===== src/rtl/if_fetch_queue_if.sv =====
// rtl/if_fetch_queue_if.sv - fetch queue bundle: redirect, imem request/response, decode handoff
interface if_fetch_queue_if #(
   parameter int ADDR_W = 32,
   parameter int DATA_W = 32,
   parameter int DEPTH  = 4
);
   localparam int CNT_W = $clog2(DEPTH) + 1;

   logic              redirect_valid;
   logic [ADDR_W-1:0] redirect_addr;
   logic              imem_req_valid;
   logic [ADDR_W-1:0] imem_req_addr;
   logic              imem_req_ready;
   logic              imem_rsp_valid;
   logic [DATA_W-1:0] imem_rsp_data;
   logic              instr_valid;
   logic [DATA_W-1:0] instr_data;
   logic [ADDR_W-1:0] instr_pc;
   logic              instr_ready;
   logic [CNT_W-1:0]  queue_count;

   modport master (
      input  redirect_valid, redirect_addr, imem_req_ready, imem_rsp_valid,
             imem_rsp_data, instr_ready,
      output imem_req_valid, imem_req_addr, instr_valid, instr_data, instr_pc,
             queue_count
   );

   modport slave (
      output redirect_valid, redirect_addr, imem_req_ready, imem_rsp_valid,
             imem_rsp_data, instr_ready,
      input  imem_req_valid, imem_req_addr, instr_valid, instr_data, instr_pc,
             queue_count
   );
endinterface


===== src/rtl/if_fetch_queue.sv =====
// rtl/if_fetch_queue.sv - instruction fetch front end with credit-limited requests and instruction queue
module if_fetch_queue #(
   parameter int              ADDR_W   = 32,
   parameter int              DATA_W   = 32,
   parameter int              DEPTH    = 4,
   parameter logic [ADDR_W-1:0] RESET_PC = '0
) (
   input logic            clk,
   input logic            rst,
   if_fetch_queue_if.master io_bus
);
   localparam int PTR_W  = $clog2(DEPTH);
   localparam int CNT_W  = PTR_W + 1;
   localparam int SUM_W  = CNT_W + 1;

   logic [ADDR_W-1:0] r_fetch_pc;
   logic [ADDR_W-1:0] r_rsp_pc;
   logic [DATA_W-1:0] r_q_data [DEPTH];
   logic [ADDR_W-1:0] r_q_pc   [DEPTH];
   logic [PTR_W-1:0]  r_rd_ptr;
   logic [PTR_W-1:0]  r_wr_ptr;
   logic [CNT_W-1:0]  r_count;
   logic [CNT_W-1:0]  r_outstanding;
   logic [CNT_W-1:0]  r_drop;

   logic [SUM_W-1:0]  w_inflight;
   logic              w_req_valid;
   logic              w_req_hs;
   logic              w_instr_valid;
   logic              w_pop;
   logic              w_keep;
   logic [CNT_W-1:0]  w_out_next;
   logic [ADDR_W-1:0] w_redirect_pc;

   // Queue slots plus outstanding requests form the credit pool, so every response has a slot.
   assign w_inflight    = {1'b0, r_count} + {1'b0, r_outstanding};
   assign w_req_valid   = !rst && (w_inflight < SUM_W'(DEPTH));
   assign w_req_hs      = w_req_valid && io_bus.imem_req_ready;
   assign w_instr_valid = !rst && (r_count != '0);
   assign w_pop         = w_instr_valid && io_bus.instr_ready;
   assign w_keep        = io_bus.imem_rsp_valid && (r_drop == '0);
   assign w_out_next    = r_outstanding + CNT_W'(w_req_hs) - CNT_W'(io_bus.imem_rsp_valid);
   assign w_redirect_pc = {io_bus.redirect_addr[ADDR_W-1:2], 2'b00};

   always_ff @(posedge clk) begin
      if (rst) begin
         r_fetch_pc    <= RESET_PC;
         r_rsp_pc      <= RESET_PC;
         r_rd_ptr      <= '0;
         r_wr_ptr      <= '0;
         r_count       <= '0;
         r_outstanding <= '0;
         r_drop        <= '0;
         for (int i = 0; i < DEPTH; i++) begin
            r_q_data[i] <= '0;
            r_q_pc[i]   <= '0;
         end
      end else if (io_bus.redirect_valid) begin
         // Everything still in flight after this edge belongs to the old path.
         r_fetch_pc    <= w_redirect_pc;
         r_rsp_pc      <= w_redirect_pc;
         r_rd_ptr      <= '0;
         r_wr_ptr      <= '0;
         r_count       <= '0;
         r_outstanding <= w_out_next;
         r_drop        <= w_out_next;
      end else begin
         r_outstanding <= w_out_next;
         if (w_req_hs) begin
            r_fetch_pc <= r_fetch_pc + ADDR_W'(4);
         end
         if (io_bus.imem_rsp_valid && (r_drop != '0)) begin
            r_drop <= r_drop - CNT_W'(1);
         end
         if (w_keep) begin
            r_q_data[r_wr_ptr] <= io_bus.imem_rsp_data;
            r_q_pc[r_wr_ptr]   <= r_rsp_pc;
            r_wr_ptr           <= r_wr_ptr + PTR_W'(1);
            r_rsp_pc           <= r_rsp_pc + ADDR_W'(4);
         end
         if (w_pop) begin
            r_rd_ptr <= r_rd_ptr + PTR_W'(1);
         end
         r_count <= r_count + CNT_W'(w_keep) - CNT_W'(w_pop);
      end
   end

   assign io_bus.imem_req_valid = w_req_valid;
   assign io_bus.imem_req_addr  = r_fetch_pc;
   assign io_bus.instr_valid    = w_instr_valid;
   assign io_bus.instr_data     = r_q_data[r_rd_ptr];
   assign io_bus.instr_pc       = r_q_pc[r_rd_ptr];
   assign io_bus.queue_count    = r_count;
endmodule


===== src/flat_wrapper.sv =====
// flat-port wrapper written by rule: the top's interface ports become plain ports
module if_fetch_queue_flat 
#(
   parameter int              ADDR_W   = 32,
   parameter int              DATA_W   = 32,
   parameter int              DEPTH    = 4,
   parameter logic [ADDR_W-1:0] RESET_PC = '0
)
  (clk, rst, io_bus_redirect_valid, io_bus_redirect_addr, io_bus_imem_req_ready, io_bus_imem_rsp_valid, io_bus_imem_rsp_data, io_bus_instr_ready, io_bus_imem_req_valid, io_bus_imem_req_addr, io_bus_instr_valid, io_bus_instr_data, io_bus_instr_pc, io_bus_queue_count);
  if_fetch_queue_if #(.ADDR_W(ADDR_W), .DATA_W(DATA_W), .DEPTH(DEPTH)) io_bus_i ();
  input logic clk;
  input logic rst;
  input wire logic [$bits(io_bus_i.redirect_valid)-1:0] io_bus_redirect_valid;
  input wire logic [$bits(io_bus_i.redirect_addr)-1:0] io_bus_redirect_addr;
  input wire logic [$bits(io_bus_i.imem_req_ready)-1:0] io_bus_imem_req_ready;
  input wire logic [$bits(io_bus_i.imem_rsp_valid)-1:0] io_bus_imem_rsp_valid;
  input wire logic [$bits(io_bus_i.imem_rsp_data)-1:0] io_bus_imem_rsp_data;
  input wire logic [$bits(io_bus_i.instr_ready)-1:0] io_bus_instr_ready;
  output wire logic [$bits(io_bus_i.imem_req_valid)-1:0] io_bus_imem_req_valid;
  output wire logic [$bits(io_bus_i.imem_req_addr)-1:0] io_bus_imem_req_addr;
  output wire logic [$bits(io_bus_i.instr_valid)-1:0] io_bus_instr_valid;
  output wire logic [$bits(io_bus_i.instr_data)-1:0] io_bus_instr_data;
  output wire logic [$bits(io_bus_i.instr_pc)-1:0] io_bus_instr_pc;
  output wire logic [$bits(io_bus_i.queue_count)-1:0] io_bus_queue_count;
  assign io_bus_i.redirect_valid = io_bus_redirect_valid;
  assign io_bus_i.redirect_addr = io_bus_redirect_addr;
  assign io_bus_i.imem_req_ready = io_bus_imem_req_ready;
  assign io_bus_i.imem_rsp_valid = io_bus_imem_rsp_valid;
  assign io_bus_i.imem_rsp_data = io_bus_imem_rsp_data;
  assign io_bus_i.instr_ready = io_bus_instr_ready;
  assign io_bus_imem_req_valid = io_bus_i.imem_req_valid;
  assign io_bus_imem_req_addr = io_bus_i.imem_req_addr;
  assign io_bus_instr_valid = io_bus_i.instr_valid;
  assign io_bus_instr_data = io_bus_i.instr_data;
  assign io_bus_instr_pc = io_bus_i.instr_pc;
  assign io_bus_queue_count = io_bus_i.queue_count;
  if_fetch_queue #(.ADDR_W(ADDR_W), .DATA_W(DATA_W), .DEPTH(DEPTH), .RESET_PC(RESET_PC)) u_core (.clk(clk), .rst(rst), .io_bus(io_bus_i));
endmodule

===== config.mk =====
export PLATFORM = sky130hd
export DESIGN_NAME = if_fetch_queue_flat
export DESIGN_NICKNAME = d
export VERILOG_FILES = /design/src/rtl/if_fetch_queue_if.sv /design/src/rtl/if_fetch_queue.sv /design/src/flat_wrapper.sv
export SDC_FILE = /design/constraint.sdc
export NUM_CORES = 1
export LEC_CHECK = 0
export ABC_CLOCK_PERIOD_IN_PS = 10100
export BUFFER_PORTS_ARGS = -buffer_cell sky130_fd_sc_hd__buf_2
export CAP_MARGIN = 15
export CORE_ASPECT_RATIO = 0.75
export CORE_MARGIN = 3
export CORE_UTILIZATION = 60
export DETAILED_ROUTE_END_ITERATION = 6
export HOLD_SLACK_MARGIN = 0.05
export PLACE_DENSITY = 0.79
export SYNTH_ARGS = -nofsm -noshare
export SYNTH_HDL_FRONTEND = slang
export SYNTH_SLANG_ARGS = --single-unit

===== constraint.sdc =====
create_clock -name clk -period 10.1 [get_ports clk]
set_input_delay 0.505 -clock clk [delete_from_list [all_inputs] [get_ports clk]]
set_output_delay 0.505 -clock clk [all_outputs]
set_load 0.01 [all_outputs]

* Yosys cells after proc, flatten, opt, wreduce, memory -nomap -nowiden
Memories as Yosys holds them, arrays and structs flattened. A register that Yosys moved wholly into a read port is not among the register bits.
Cells that the tools add are included.
W data, S select, Z words.
** Storage, ports and cells
- Register bits after elaboration :: 77
- Latch bits :: 0
- Bits in writable memories :: 256
- ROM bits :: 0
- Output and inout port bits :: 101
- Memories kept :: 2
** Operators by class
- Add/subtract/negate cells :: 10
- Multipliers :: 0
- Divide/modulo/power cells :: 0
- Magnitude comparators :: 1
- Equality and inequality tests :: 0
- Shift-type cells :: 0
- Multiplexer cells :: 22
- Bitwise logic cells :: 0
- Reduce and logical (&&, ||, !) cells :: 16
** Memories
- u_core.r_q_data :: words 4, width 32, rd ports 1, clocked after Yosys merged registers in 1, write ports 4, line if_fetch_queue.sv:18 : logic [DATA_W-1:0] r_q_data [DEPTH];
- u_core.r_q_pc :: words 4, width 32, rd ports 1, clocked after Yosys merged registers in 1, write ports 4, line if_fetch_queue.sv:19 : logic [ADDR_W-1:0] r_q_pc [DEPTH];
** Operators with widths (number)
- $mux W32 :: 6
- $add A32 B3 Y32 const B :: 2
- $reduce_or A32 Y1 :: 2
- $mux W2 :: 6
- $mux W1 :: 8
- $add A3 B1 Y3 :: 2
- $logic_and A1 B1 Y1 :: 6
- $mux W3 :: 2
- $reduce_bool A2 Y1 :: 3
- $reduce_bool A3 Y1 :: 2
- $sub A3 B1 Y3 :: 2
- $add A2 B1 Y2 const B :: 2
- $add A3 B3 Y4 :: 1
- $lt A4 B3 Y1 const B :: 1
- $logic_not A3 Y1 :: 1
- $sub A3 B1 Y3 const B :: 1
- $reduce_or A2 Y1 :: 1
- $logic_not A1 Y1 :: 1

* Longest topological paths before layout
Gate-level depths: netlist of the first run.
- Depth after elaboration :: 8
- Mapped depth :: 12

* Worst setup path before layout of the first run
No wires, ideal clock.
- Path kind :: in2reg
- From :: in io_bus_redirect_valid
- To :: mem u_core.r_q_data[2][0], enable pin
- Setup time :: 0.574 ns
- Data arrival time :: 5.540 ns
- Required time :: 9.526 ns
- Setup slack :: 3.986 ns
- Cell stages on the path :: 3
- Buffers on the path :: 2
- Cell sequence :: clkbuf_1 > clkbuf_1 > o31ai_1
** RTL lines
- from (decl) :: line flat_wrapper.sv:13 : input wire logic [$bits(io_bus_i.redirect_valid)-1:0] io_bus_redirect_valid;
- to (decl) :: line if_fetch_queue.sv:18

==> results.py, run 1 <==
metrics = {
    "worst_hold_path": {
        "hold_path.class": "in2reg",
        "worstHoldStart": "io_bus_redirect_addr[8]",
    },
    "yosys": {
        "synth_common_cells": "248 x edfxtp_1, 149 x nor2_1, 89 x nand2_1",
        "yosys_most_used_dff": "edfxtp_1",
        "synth-seq-cells": 323,
        "ys_seq_area_share_pct": 62.5,
        "synth_cell_types": 45,
        "yosys_warnings": 0,
        "synth_top_cell_by_area": "edfxtp_1",
        "synthCells": 1118,
        "synth_top_cell_area_share_pct": 52.0,
        "post_synth.cell_area_avg_sq_um": 12.8,
        "synth_edf_count": 248,
        "synth_area_sq_um": 14300,
        "synth_most_common_cell": "edfxtp_1",
        "synthTopCellsByArea": "edfxtp_1 52%, dfxtp_1 10%, mux4_2 9.7%",
        "async_flop_share_pct": 0,
    },
    "pwr": {
        "report.power.total_mw": 2.98,
        "leakage_nw": 6.41,
        "power_density_nw_per_um2": 182,
        "irDropWorstVdd_uv": 164,
    },
    "detailed_routing": {
        "detail_route.wl_per_cell_microns": 20.4,
        "first_iter_violations": 1039,
        "postRouteAntennaNets": 0,
        "wl_microns": 32500,
        "drcViolationCount": 0,
        "firstDrtPassIters": 6,
        "vias": 9408,
        "vias_per_cell": 5.91,
    },
    "critical_path": {
        "critPathMaxFanout": 62,
        "cp_cell_sequence": "inv_1 > ha_1 > nand3_1 > inv_2 > nand2_1 > nor3_2 > buf_4 > or2_2 > buf_4",
        "rrSetupSlack_ns": 6.27,
        "max_stage_delay_ns": 0.73,
        "critPathSlowestCell": "buf_4",
        "required_ns": 10.26,
        "r2r-end": "u_core.r_q_pc[0][13]$_SDFFCE_PN0P_",
        "crit_family": "buffers and inverters",
        "crit_arrival_ns": 3.99,
        "end_kind": "flip-flop",
        "worstSetupPathType": "reg2reg",
        "path_depth": 9,
        "rr_startpoint": "u_core.r_drop[0]$_SDFFE_PP0P_",
        "cp-start-kind": "flip-flop",
        "crit_top_cell": "buf_4",
        "critPathCapture": "u_core.r_q_pc[0][13]$_SDFFCE_PN0P_",
        "r2r.worst_path.cells": 9,
        "worstSetupStartpoint": "u_core.r_drop[0]$_SDFFE_PP0P_",
        "critPathBufInv": 4,
    },
    "placement": {
        "dp_slack_ns": 6.35,
        "placed_cell_area_sq_um": 15500,
        "numPortBuffers": 164,
        "place_inst": 1536,
        "hpwl_microns": 19900,
        "gp_congestion": 0.884,
    },
    "timing": {
        "min_period_over_period_pct": 37.9,
        "rsz0062_at_grt": "no",
        "maxSlewViolCount": 0,
        "worst_pin_slew_ns": 0.993,
        "skew_ns": 0.0166,
        "hold_violations": 0,
        "setup_violations": 0,
        "tns_ns": 0,
        "relSlewSlack_pct": 33.3,
        "fin_crit_ns": 3.83,
        "fmax_mhz": 261,
        "finalWorstSetupSlack_ns": 6.27,
    },
    "grt": {
        "grt_max_degree": 83,
        "grt_pass1_wl_microns": 51000,
        "overflow": 0,
        "track_usage_pct": 25.3,
        "antenna_found_initial": 1,
        "grt_pass1_vias": 9333,
    },
    "clocking": {
        "ctsResizeCount": 0,
        "clk_path_buf_depth": 3,
        "htree_num_levels": 1,
        "cts_hold_buffers": 0,
        "clk_pin_slew_ns": 0.06,
        "cts_inserted_buffers": 31,
        "cts-root-buf": "clkbuf_16",
        "insertion_delay_ns": 0.55,
        "post_cts_buffers": 0,
        "numClockSinks": 323,
        "cts_tree": "yes",
    },
    "floorplan": {
        "die_area_sq_um": 25800,
        "core_area_sq_um": 23200,
        "start_util_pct": 61.6,
        "ios": 171,
        "die_w_microns": 184,
        "rows": 48,
        "fp.dieH_microns": 140,
    },
    "finish": {
        "fin_cells": 1592,
        "nFillCells": 1572,
        "antenna_cells": 0,
        "nets": 1351,
        "drive_gt1_share_pct": 23.2,
        "syn2layout_area_growth_pct": 14.2,
        "stdcell_area_sq_um": 16400,
    },
    "outcome": {
        "status": "completed",
    },
    "run": {
        "max_cap_violations": 0,
    },
}
[per-stage QoR]
step	hold slack [ns]	utilization (%)
CTS	0.212	70.4
floorplan	0.485	-
global route	0.219	70.4
global placement	0.454	66.5
finish	0.220	70.4
detailed placement	0.461	66.5
[worst reg2reg max path: cells and delay by family, from the launching register on]
family | cells | cell delay, ns
flops | 1 | 0.30
fa+ha+maj | 1 | 0.25
simple gates | 4 | 1.05
buf+inv | 4 | 1.76
[flip-flops by register name, summed over array words and instances (netlist names), named ones only]
| register | flops |
|---|---|
| u_core.io_bus.imem_req_addr | 30 |
| u_core.r_q_data | 128 |
| u_core.r_wr_ptr | 2 |
| u_core.r_rsp_pc | 30 |
| u_core.r_drop | 3 |
| u_core.r_outstanding | 3 |
| u_core.r_rd_ptr | 2 |
| u_core.r_q_pc | 120 |
| u_core.io_bus.queue_count | 3 |
[worst min-delay path by stage]
stage | slack [ns] | to | cells after the start
finish | 0.22 | u_core.r_rsp_pc[8]$_SDFFE_PP0P_ | 3
global route | 0.22 | u_core.r_rsp_pc[8]$_SDFFE_PP0P_ | 3
global placement | 0.45 | u_core.io_bus.imem_req_addr[31]$_SDFFE_PP0P_ | 1
detailed placement | 0.46 | u_core.io_bus.imem_req_addr[31]$_SDFFE_PP0P_ | 1
floorplan | 0.48 | flip-flop | 2
CTS | 0.21 | u_core.r_rsp_pc[8]$_SDFFE_PP0P_ | 3
[layout by cell type (no fill, tap or decap), types with 9 or more instances in the layout]
| master | n |
|---|---|
| inv_1 | 80 |
| buf_4 | 17 |
| a21oi_1 | 13 |
| ha_1 | 10 |
| o21a_1 | 25 |
| nand3_1 | 21 |
| nor2_1 | 148 |
| o21ai_0 | 13 |
| xnor2_1 | 24 |
| a21boi_0 | 34 |
| and3_1 | 10 |
| and2_1 | 65 |
| mux4_2 | 62 |
| nand4_1 | 28 |
| clkbuf_1 | 10 |
| buf_2 | 164 |
| nand2_1 | 89 |
| clkbuf_16 | 31 |
| and4_1 | 9 |
| dfxtp_1 | 73 |
| edfxtp_1 | 248 |
| xor2_1 | 36 |
[report_power, final]
| group | leakage (nW) | internal (mW) | switching (mW) |
|---|---|---|---|
| registers | 3.19 | 1.52 | 0.0567 |
| logic | 2.79 | 0.133 | 0.204 |
| clock network | 0.432 | 0.588 | 0.473 |
| total | 6.41 | 2.24 | 0.733 |
[cells by family after synthesis]
family                     Yosys count  share of synthesized area [%]
AOI/OAI and AO/OA                  104                           5.01
DFF                                323                           62.5
buffers and inverters              148                           3.98
other                                1                         0.0262
adders and majority gates           12                           1.15
and+or+nand+nor                    406                           13.8
muxes                               64                           9.88
xor gates and xnor gates            60                           3.67
[per-layer routing]
| metal | vias up | routed length (microns) | global-route usage [%] |
|---|---|---|---|
| li1 | 4302 | - | - |
| met4 | 2 | 581 | 6.56 |
| met3 | 46 | 2990 | 4.99 |
| met5 | - | 13 | 0 |
| met2 | 437 | 15400 | 39.4 |
| met1 | 4621 | 13500 | 37.2 |
[area by class of cell]
cell class / count / area, sq um / share of cell area, %
clock inverters: 15 / 97.6 / 0.596
repair buffers: 181 / 948 / 5.79
clock buffers: 41 / 813 / 4.97
inverters: 82 / 308 / 1.88
flip-flops and latches: 323 / 8950 / 54.7
multi-input cells: 650 / 4870 / 29.8
well taps: 300 / 375 / 2.29
Power figures use the tool's default switching activity.
==> run 2: changes to the inputs <==
ABC_CLOCK_PERIOD_IN_PS = 3520   (was 10100)
CORE_UTILIZATION = 53   (was 60)
PLACE_DENSITY = 0.74   (was 0.79)
clock period = 3.52 ns   (was 10.1 ns; I/O delays follow)
==> results.py, run 2 (synthesized netlist as in run 1, its figures left out) <==
metrics = {
    "critical_path": {
        "end_kind": "flip-flop",
        "critPathBufInv": 2,
        "rr_startpoint": "u_core.io_bus.queue_count[2]$_SDFF_PP0_",
        "crit_arrival_ns": 3.25,
        "cp-start-kind": "flip-flop",
        "worstSetupStartpoint": "u_core.io_bus.queue_count[2]$_SDFF_PP0_",
        "required_ns": 3.93,
        "crit_family": "simple AND/OR/NAND/NOR gates",
        "critPathSlowestCell": "or4_4",
        "worstSetupPathType": "reg2reg",
        "cp_cell_sequence": "ha_1 > or4_4 > nor2_1 > nand2_1 > inv_1 > ha_1 > inv_1 > fa_1 > xnor2_1 > nor2_1 > nand2_1 > o21ai_0",
        "max_stage_delay_ns": 0.55,
        "critPathMaxFanout": 4,
    },
    "finish": {
        "largestRegisters": "u_core.r_q_data: 128 flops, u_core.r_q_pc: 120 flops",
        "nets": 1414,
        "syn2layout_area_growth_pct": 19.6,
        "utilization_pct": 65.2,
        "top_register": "u_core.r_q_data",
        "largest_reg_flops": 128,
        "drive_gt1_share_pct": 22.6,
        "fin_cells": 1700,
        "final_common_cell": "edfxtp_1",
        "stdcell_area_sq_um": 17100,
        "antenna_cells": 0,
        "final_cell_mix": "248 x edfxtp_1, 164 x buf_2, 148 x nor2_1",
    },
    "grt": {
        "overflow": 0,
        "antenna_found_initial": 0,
        "grt_max_degree": 84,
        "grt_pass1_wl_microns": 53100,
        "grt_pass1_vias": 9712,
        "track_usage_pct": 23.1,
    },
    "placement": {
        "place_inst": 1584,
        "hpwl_microns": 20200,
        "placed_cell_area_sq_um": 15600,
        "gp_congestion": 0.899,
        "numPortBuffers": 164,
    },
    "detailed_routing": {
        "firstDrtPassIters": 6,
        "detail_route.wl_per_cell_microns": 19.7,
        "postRouteAntennaNets": 0,
        "vias": 9509,
        "first_iter_violations": 713,
        "drcViolationCount": 0,
        "wl_microns": 33500,
        "vias_per_cell": 5.59,
    },
    "floorplan": {
        "core_area_sq_um": 26300,
        "rows": 51,
        "start_util_pct": 54.5,
        "die_w_microns": 196,
        "die_area_sq_um": 29100,
        "ios": 171,
        "fp.dieH_microns": 148,
    },
    "timing": {
        "rsz0062_at_grt": "no",
        "worst_pin_slew_ns": 0.859,
        "relSlewSlack_pct": 42.7,
        "setup_violations": 0,
        "maxSlewViolCount": 0,
        "skew_ns": 0.0169,
        "tns_ns": 0,
        "fin_crit_ns": 2.84,
        "hold_violations": 0,
        "min_period_over_period_pct": 80.7,
        "fmax_mhz": 352,
    },
    "worst_hold_path": {
        "worstHoldStart": "io_bus_redirect_addr[2]",
        "hold_path.class": "in2reg",
    },
    "outcome": {
        "status": "completed",
    },
    "pwr": {
        "power_density_nw_per_um2": 504,
        "irDropWorstVdd_uv": 414,
        "leakage_nw": 6.72,
    },
    "clocking": {
        "numClockSinks": 323,
        "cts_tree": "yes",
        "clk_path_buf_depth": 3,
        "cts-root-buf": "clkbuf_16",
        "cts_inserted_buffers": 31,
        "clk_pin_slew_ns": 0.06,
        "htree_num_levels": 1,
        "insertion_delay_ns": 0.56,
        "ctsResizeCount": 0,
    },
    "run": {
        "max_cap_violations": 0,
    },
}
## run 2: routing by layer
layer  wire, microns  global-route usage (%)  up-vias  part of all wire [%]
met4             620                    4.77        0                   1.8
met3            2730                    3.44       49                   8.1
li1                -                       -     4433                     -
met2           16000                    38.0      360                    48
met1           14200                    33.5     4667                    42
met5               0                       0        -                     0
## run 2: path summary, 6_finish.rpt
kind                                                                      to  slack, ns  cells past startpoint
worst max-delay path                           u_core.r_drop[2]$_SDFFE_PP0P_       0.68                     12
worst min register to register  u_core.io_bus.imem_req_addr[31]$_SDFFE_PP0P_       0.50                      1
worst min-delay path             u_core.io_bus.imem_req_addr[2]$_SDFFE_PP0P_       0.06                      3
worst max register to register                 u_core.r_drop[2]$_SDFFE_PP0P_       0.68                     12
## run 2: final cells by class
class / instances / area (sq um)
Timing Repair Buffer: 244 / 1660
Clock inverter: 19 / 116
Sequential cell: 323 / 8950
Fill cell: 2041 / 9160
Multi-Input combinational cell: 650 / 4870
Clock buffer: 38 / 802
Inverter: 82 / 308
Tap cell: 344 / 430
## run 2: through the flow
stage / setup slack (ns) / hold WS, ns / power, mW
floorplan: -0.539 / 0.320 / 5.19
global placement: 0.784 / 0.460 / 5.57
detailed placement: 0.710 / 0.469 / 5.60
CTS: 0.693 / 0.0532 / 8.70
global route: 0.464 / 0.0657 / 8.96
finish: 0.678 / 0.0567 / 8.63
## run 2: worst min-delay path, cell delays in order
cell	delay [ns]
buf_2	0.08
o21a_1	0.14
a21boi_0	0.16
## run 2: power by group
part           switching (mW)  internal, mW
registers               0.153          4.36
clock network            1.39          1.68
logic                   0.602         0.443
## run 2: timing repair
action	in CTS	in global routing
buffers inserted	0	0
endpoints found under the hold margin	172	0
hold buffers	59	0
